===== src/rtl/sr_drv_pkg.sv =====
// Shared types and constants for the SR latch pulse driver.
// CHK_LAT follows the SR_DRV_SYNC_EN build option (readback synchronizer present or not).
package sr_drv_pkg;

    localparam logic [1:0] IDLE_ENC  = 2'd0;
    localparam logic [1:0] GAP_ENC   = 2'd1;
    localparam logic [1:0] PULSE_ENC = 2'd2;
    localparam logic [1:0] CHECK_ENC = 2'd3;

    typedef enum logic [1:0] {
        IDLE  = IDLE_ENC,
        GAP   = GAP_ENC,
        PULSE = PULSE_ENC,
        CHECK = CHECK_ENC
    } drv_state_t;

    // Cycles spent in CHECK before trusting the readback
`ifdef SR_DRV_SYNC_EN
    localparam int CHK_LAT = 2;
`else
    localparam int CHK_LAT = 1;
`endif

    function automatic int max3(input int a, input int b, input int c);
        int m;
        m = (a > b) ? a : b;
        return (m > c) ? m : c;
    endfunction

endpackage


===== src/rtl/sync_2ff.sv =====
// One-bit two-stage synchronizer for bringing the asynchronous latch readback into clk.
module sync_2ff (
    input  logic clk,
    input  logic rst,
    input  logic d,
    output logic q
);

    logic meta;

    always_ff @(posedge clk or posedge rst) begin
        if (rst) begin
            meta <= 1'b0;
            q    <= 1'b0;
        end else begin
            meta <= d;
            q    <= meta;
        end
    end

endmodule


===== src/rtl/sr_pulse_driver.sv =====
// Write side of an external NOR SR latch: guard gap, one-shot set/reset pulse, readback check, retry.
// Build option SR_DRV_SYNC_EN inserts a 2-flop synchronizer on q_fb (CHK_LAT becomes 2).
module sr_pulse_driver
    import sr_drv_pkg::*;
#(
    parameter int PULSE_W   = 4,
    parameter int GAP_W     = 2,
    parameter int MAX_RETRY = 3
) (
    input  logic clk,
    input  logic rst,
    input  logic req_valid,
    input  logic req_level,
    output logic req_ready,
    input  logic q_fb,
    output logic s_out,
    output logic r_out,
    output logic busy,
    output logic done,
    output logic err
);

    localparam int PH_W = $clog2(max3(PULSE_W, GAP_W, CHK_LAT) + 1);
    localparam int AT_W = $clog2(MAX_RETRY + 1);

    localparam logic [PH_W-1:0] GAP_LOAD   = PH_W'(GAP_W - 1);
    localparam logic [PH_W-1:0] PULSE_LOAD = PH_W'(PULSE_W - 1);
    localparam logic [PH_W-1:0] CHK_LOAD   = PH_W'(CHK_LAT - 1);
    localparam logic [AT_W-1:0] ATT_MAX    = AT_W'(MAX_RETRY);

    drv_state_t      state, state_nxt;
    logic [PH_W-1:0] phase, phase_nxt;
    logic [AT_W-1:0] attempts, att_nxt;
    logic            tgt, tgt_nxt;
    logic            done_nxt, err_nxt;
    logic            q_use;

`ifdef SR_DRV_SYNC_EN
    sync_2ff u_sync (
        .clk (clk),
        .rst (rst),
        .d   (q_fb),
        .q   (q_use)
    );
`else
    assign q_use = q_fb;
`endif

    always_ff @(posedge clk or posedge rst) begin
        if (rst) begin
            state    <= IDLE;
            phase    <= '0;
            attempts <= '0;
            tgt      <= 1'b0;
            done     <= 1'b0;
            err      <= 1'b0;
        end else begin
            state    <= state_nxt;
            phase    <= phase_nxt;
            attempts <= att_nxt;
            tgt      <= tgt_nxt;
            done     <= done_nxt;
            err      <= err_nxt;
        end
    end

    // phase counts down to zero and is reloaded on every state entry
    always_comb begin
        state_nxt = state;
        phase_nxt = phase;
        att_nxt   = attempts;
        tgt_nxt   = tgt;
        done_nxt  = 1'b0;
        err_nxt   = 1'b0;
        case (state)
            IDLE: begin
                if (req_valid) begin
                    tgt_nxt = req_level;
                    att_nxt = '0;
                    if (q_use == req_level) begin
                        done_nxt = 1'b1;
                    end else begin
                        state_nxt = GAP;
                        phase_nxt = GAP_LOAD;
                    end
                end
            end
            GAP: begin
                if (phase == '0) begin
                    state_nxt = PULSE;
                    phase_nxt = PULSE_LOAD;
                end else begin
                    phase_nxt = phase - PH_W'(1);
                end
            end
            PULSE: begin
                if (phase == '0) begin
                    state_nxt = CHECK;
                    phase_nxt = CHK_LOAD;
                    att_nxt   = attempts + AT_W'(1);
                end else begin
                    phase_nxt = phase - PH_W'(1);
                end
            end
            CHECK: begin
                if (phase != '0) begin
                    phase_nxt = phase - PH_W'(1);
                end else if (q_use == tgt) begin
                    state_nxt = IDLE;
                    done_nxt  = 1'b1;
                end else if (attempts < ATT_MAX) begin
                    state_nxt = GAP;
                    phase_nxt = GAP_LOAD;
                end else begin
                    state_nxt = IDLE;
                    err_nxt   = 1'b1;
                end
            end
            default: begin
                state_nxt = IDLE;
            end
        endcase
    end

    // Drives decode from registered state only, so the async reset clears them at once
    assign s_out     = (state == PULSE) &  tgt;
    assign r_out     = (state == PULSE) & ~tgt;
    assign busy      = (state != IDLE);
    assign req_ready = (state == IDLE) & ~rst;

endmodule


===== config.mk =====
export PLATFORM = sky130hd
export DESIGN_NAME = sr_pulse_driver
export DESIGN_NICKNAME = d
export VERILOG_FILES = /design/src/rtl/sr_drv_pkg.sv /design/src/rtl/sync_2ff.sv /design/src/rtl/sr_pulse_driver.sv
export SDC_FILE = /design/constraint.sdc
export NUM_CORES = 1
export LEC_CHECK = 0
export BUFFER_PORTS_ARGS = -buffer_cell sky130_fd_sc_hd__buf_2
export CELL_PAD_IN_SITES_DETAIL_PLACEMENT = 1
export CELL_PAD_IN_SITES_GLOBAL_PLACEMENT = 2
export CORE_MARGIN = 3
export CORE_UTILIZATION = 32
export DETAILED_ROUTE_END_ITERATION = 7
export HOLD_SLACK_MARGIN = 0.1
export PLACE_DENSITY_LB_ADDON = 0.1
export SYNTH_ARGS = -nofsm -noshare
export SYNTH_HDL_FRONTEND = slang
export SYNTH_SLANG_ARGS = --single-unit

===== constraint.sdc =====
create_clock -name clk -period 2.2 [get_ports clk]
set_input_delay 0.44 -clock clk [delete_from_list [all_inputs] [get_ports clk]]
set_output_delay 0.44 -clock clk [all_outputs]
set_load 0.02 [all_outputs]

; After elaboration in Yosys (flattened, before gate mapping)
; Cells that the tools add are included.
[totals]
reg_bits = 10
input_bits = 5
elab_cells = 63
out_inout_bits = 6
[classes]
bitwise = 5
order_cmp = 1
add_sub_neg = 2
n_eq_ne = 12
mux = 28
n_reduce_logical = 9
[op_table]
columns = op, n
row1 = $mux 3, 7
row2 = $mux 2, 7
row3 = $pmux 3 s4, 1
row4 = $mux 1, 10
row5 = $ne 2x2->1 const B, 5
row6 = $pmux 2 s4, 1
row7 = $ne 3x3->1 const B, 2
row8 = $reduce_and 5->1, 1
row9 = $eq 2x2->1 const B, 2
row10 = $pmux 2 s2, 1
row11 = $reduce_and 4->1, 1
row12 = $reduce_bool 2->1, 2
row13 = $and 1x1->1, 3
row14 = $logic_not 3->1, 1
row15 = $reduce_and 3->1, 1
row16 = $reduce_bool 3->1, 1
row17 = $sub 3x1->3 const B, 1
row18 = $add 2x1->2 const B, 1
row19 = $eq 1x1->1, 2
row20 = $eq 2x1->1 const B, 1
row21 = $logic_not 2->1, 1
row22 = $lt 2x2->1 const B, 1
row23 = $not 1->1, 2
row24 = $pmux 1 s2, 1
row25 = $reduce_and 2->1, 1

; Logic depth before layout (Yosys ltp)
[depth]
depth_word = 5
mapped_depth = 6
depth_no_buf = 6

; Worst setup path before layout
; Ideal clock, no wire load.
[synth_path]
path_kind = register to register
from = reg state[0]
to = reg state[1]
period_less_slack_ns = 1.631
path_stages_with_launch = 7
setup_ns = 0.125
required_ns = 2.075
path_buffers = 0
setup_slack_ns = 0.569
arrival_time_ns = 1.506
cell_sequence = dfrtp_1 -> inv_1 -> ha_1 -> nor3_1 -> nor2_1 -> nor2_1 -> mux2_2
[synth_between]
elab_chain_len = 3
word_cells_on_any_way = 11
cone_classes = eq/ne: 8 / mux: 1 / reduce/logical: 2
[synth_lines]
columns = item, line
row1 = from (decl), sr_pulse_driver.sv:31  ; drv_state_t state, state_nxt;
row2 = from (signal assigned), sr_pulse_driver.sv:58  ; state <= state_nxt;
row3 = $eq 2x2->1 (tied with other cells), sr_pulse_driver.sv:75  ; case (state)
row4 = $ne 2x2->1 (no line), -
row5 = $reduce_and 5->1 (no line), -
; Several ways; a longest one is shown, not always the timed one.
; A chain may end at the register's enable or synchronous reset.

; Final worst setup path
[layout_path]
from = reg state[0]
to = out r_out
[layout_between]
elab_chain_len = 2
[layout_lines]
columns = item, line
row1 = $eq 2x2->1, sr_pulse_driver.sv:127  ; assign r_out = (state == PULSE) & ~tgt;
row2 = $and 1x1->1, sr_pulse_driver.sv:127
row3 = to (decl), sr_pulse_driver.sv:17  ; output logic r_out,
; No other way between the ends.

==> results.md <==
* Outcome: finished clean
* Yosys Warn Count at 0
* Worst rel slew slack at 0.729
* Endpoint class of the critical path: output port
* Net Switching at about 540 uW
* Final Util at 0.427
* Deepest clock path buffer count at 2
* GRT Total Usage at 0.132
* CP max FO at 7
* Largest family of logic cells by synthesized area: compound AO/OA/AOI/OAI gates
* Final setup TNS at 0 ps
* Critical Path Start Type: flop
* Mux cell area share after synthesis at 0.0326
* Switching Share at 0.452
* # Max-Cap Violations at 0
* Setup repair bufs after CTS at 0
* CP arrival at between 1000 and 1500 ps
* # clock sinks at 10
* Initial antenna violation count at 0
* Placed Cells at around 110
* Async SR Flop Fraction at 1.00
* Die area at 0.00261 mm2
* Max-slew violation count at 0
* Number of global-route vias before repair at about 550
* Synth Area in Compound Gates at 0.205
* Worst path slowest cell: dfrtp_1
* Slowest stage delay, CP at around 400 ps
* Final Hold Vio Count at 0
* Synth Area in Adders at 0.115
* Worst-Margin Slew at 405 ps
* Detail Placement HPWL at 1190 um
* IO Count at 11
* Tmin final at ~1900 ps
* Drt via density at 4.84
* Top FF cell, synth: dfrtp_1
* Netlist Area Pre-Place at roughly 650 um2
* Initial Util at 0.358
* Sequential Power Share at 0.280
* Sequential fraction of the synthesis area at 0.384
* Antenna diode count at 0
* Post-CTS sizing at 0
* TritonCTS clock tree: yes
* Setup Skew at about 0.7 ps
* Syn Nets at a little over 80
* Int Power at between 600 and 700 uW
* Post-synthesis xor/xnor area fraction at 0.0269
* Clk slew on worst S/H paths at approximately 60 ps
* Maximum clock frequency at 0.529 GHz
* HP Class: in2async
* Floorplan row count at 15
* Wirelength, routed at roughly 1500 um
* Total power per unit cell area at 1540 mW/mm2
* #FFs+latches synth at 10
* Clock buffer count from CTS at 3
* Root Buffer: clkbuf_4
* Hold Buf Count CTS at 0
* Share of layout cells above drive strength 1 at 0.233
* Clock share of power at 0.138
* EDFF count, synth at 0
* Final Setup Violations at 0
* RR Startpoint: state[0]$_DFFE_PP0P_
* Die extent in y at between 50 and 60 um
* Leakage at about 0.00038 uW
* # DRC at 0
* Cell family with most CP delay: flip-flops
* Global-route wire length before repair at about 2600 um
* Critical Path Start: state[0]$_DFFE_PP0P_
* Drt pass-1 iters at 3
* Combinational Power Share at 0.582
* Avg WL per Cell at 13.2 um
* Overflow after GRT at 0
* H-Tree Depth at 1
* Post-synthesis cell count at 71
* Cell variety after synth at 27
* # fillers at 237
* Tcrit/Tclk final at 0.859
* Syn_area_per_cell at just over 9 um2
* Routed Antenna Nets at 0
* Most frequent cells in the layout: nor2_1, dfrtp_1, buf_2
* Peak supply drop at around 700 uV
* Worst path cell trace: inv_1 -> ha_1 -> nor2b_1 -> buf_2
* Fin nets at 98
* Die X at 51.1 um
* Insertion delay to the later sink of the worst-skew pair at ~270 ps
* Req. time, crit path at approximately 1800 ps
* Via count at roughly 540
* Finished Layout Cells at 111
* GPL Wtd Cong at about 0.73
* Critical path class: reg2out
* Core area at about 0.0018 mm2
* Post-Synth Simple-Gate Area at 0.190
* Worst Path Buf+Inv at 2
* Unrepaired setup endpoints after global routing: no
* Iter 0 DRT Violations at 4
* Largest net degree at the start of global routing at 11
* Port bufs at 10
* P&R area growth vs syn at 19.2%
-- path summary, 6_finish.rpt --
check                      cells past startpoint  slack (ps)                       to
setup / recovery                               4         310                    r_out
hold / removal                                 2         160          tgt$_DFFE_PP0P_
setup reg to reg                               6         390     state[1]$_DFFE_PP0P_
hold reg to reg                                1         540  attempts[1]$_DFFE_PP0P_
max in group asynchronous                      2        1760     phase[1]$_DFFE_PP0P_
min in group clk                               2         450           done$_DFF_PP0_
-- per-stage QoR --
| stage | setup WS [ps] | hold WS (ps) | total power (uW) | instance area (um2) |
|---|---|---|---|---|
| global placement | 469 | 456 | 1040 | 741 |
| CTS | 274 | 165 | 1220 | 777 |
| detailed placement | 394 | 462 | 1050 | 741 |
| floorplan | 569 | 280 | 853 | 652 |
| global route | 171 | 175 | 1330 | 777 |
| finish | 310 | 159 | 1200 | 777 |
-- registers in the layout, summed over array words and instances, names as in the netlist --
signal / cells
attempts: 2
done: 1
state: 2
phase: 3
tgt: 1
err: 1
-- metal layers --
layer  track usage  part of all wire
met2         0.197              0.48
met3        0.0554             0.044
met5             0                 0
met1         0.172              0.46
met4        0.0404             0.012
-- logic make-up after synthesis --
kind of cell,Yosys count
AND/OR/NAND/NOR,25
AO/OA/AOI/OAI,18
flip-flops,10
buffers and inverters,8
adder cells (fa/ha/maj),6
XOR/XNOR,2
multiplexers,2
-- synth_stat cells, drive strengths merged (2+ instances only) --
cell type	n	area, um2
nor2	10	37.5
nor3	3	15.0
nand3	4	20.0
nand2	3	11.3
inv	8	30.0
o21ai	4	20.0
o22ai	2	18.8
ha	6	75.1
dfrtp	10	250
a21oi	4	20.0
a22o	2	17.5
-- cell type report --
cell class                      count  area, um2  area share
Multi-Input combinational cell     53        372       0.478
Sequential cell                    10        250       0.322
Timing Repair Buffer               11       57.6      0.0741
Clock buffer                        4       36.3      0.0467
Tap cell                           25       31.3      0.0403
Inverter                            8       30.0      0.0386
-- power by group through the flow --
stage               clock network, uW  logic [uW]  registers (uW)
finish                            165         698             336
global route                      186         788             353
CTS                               173         709             338
detailed placement                  0         708             341
global placement                    0         704             340
floorplan                           0         524             329
Note: power is estimated with default switching activity, not from simulation.
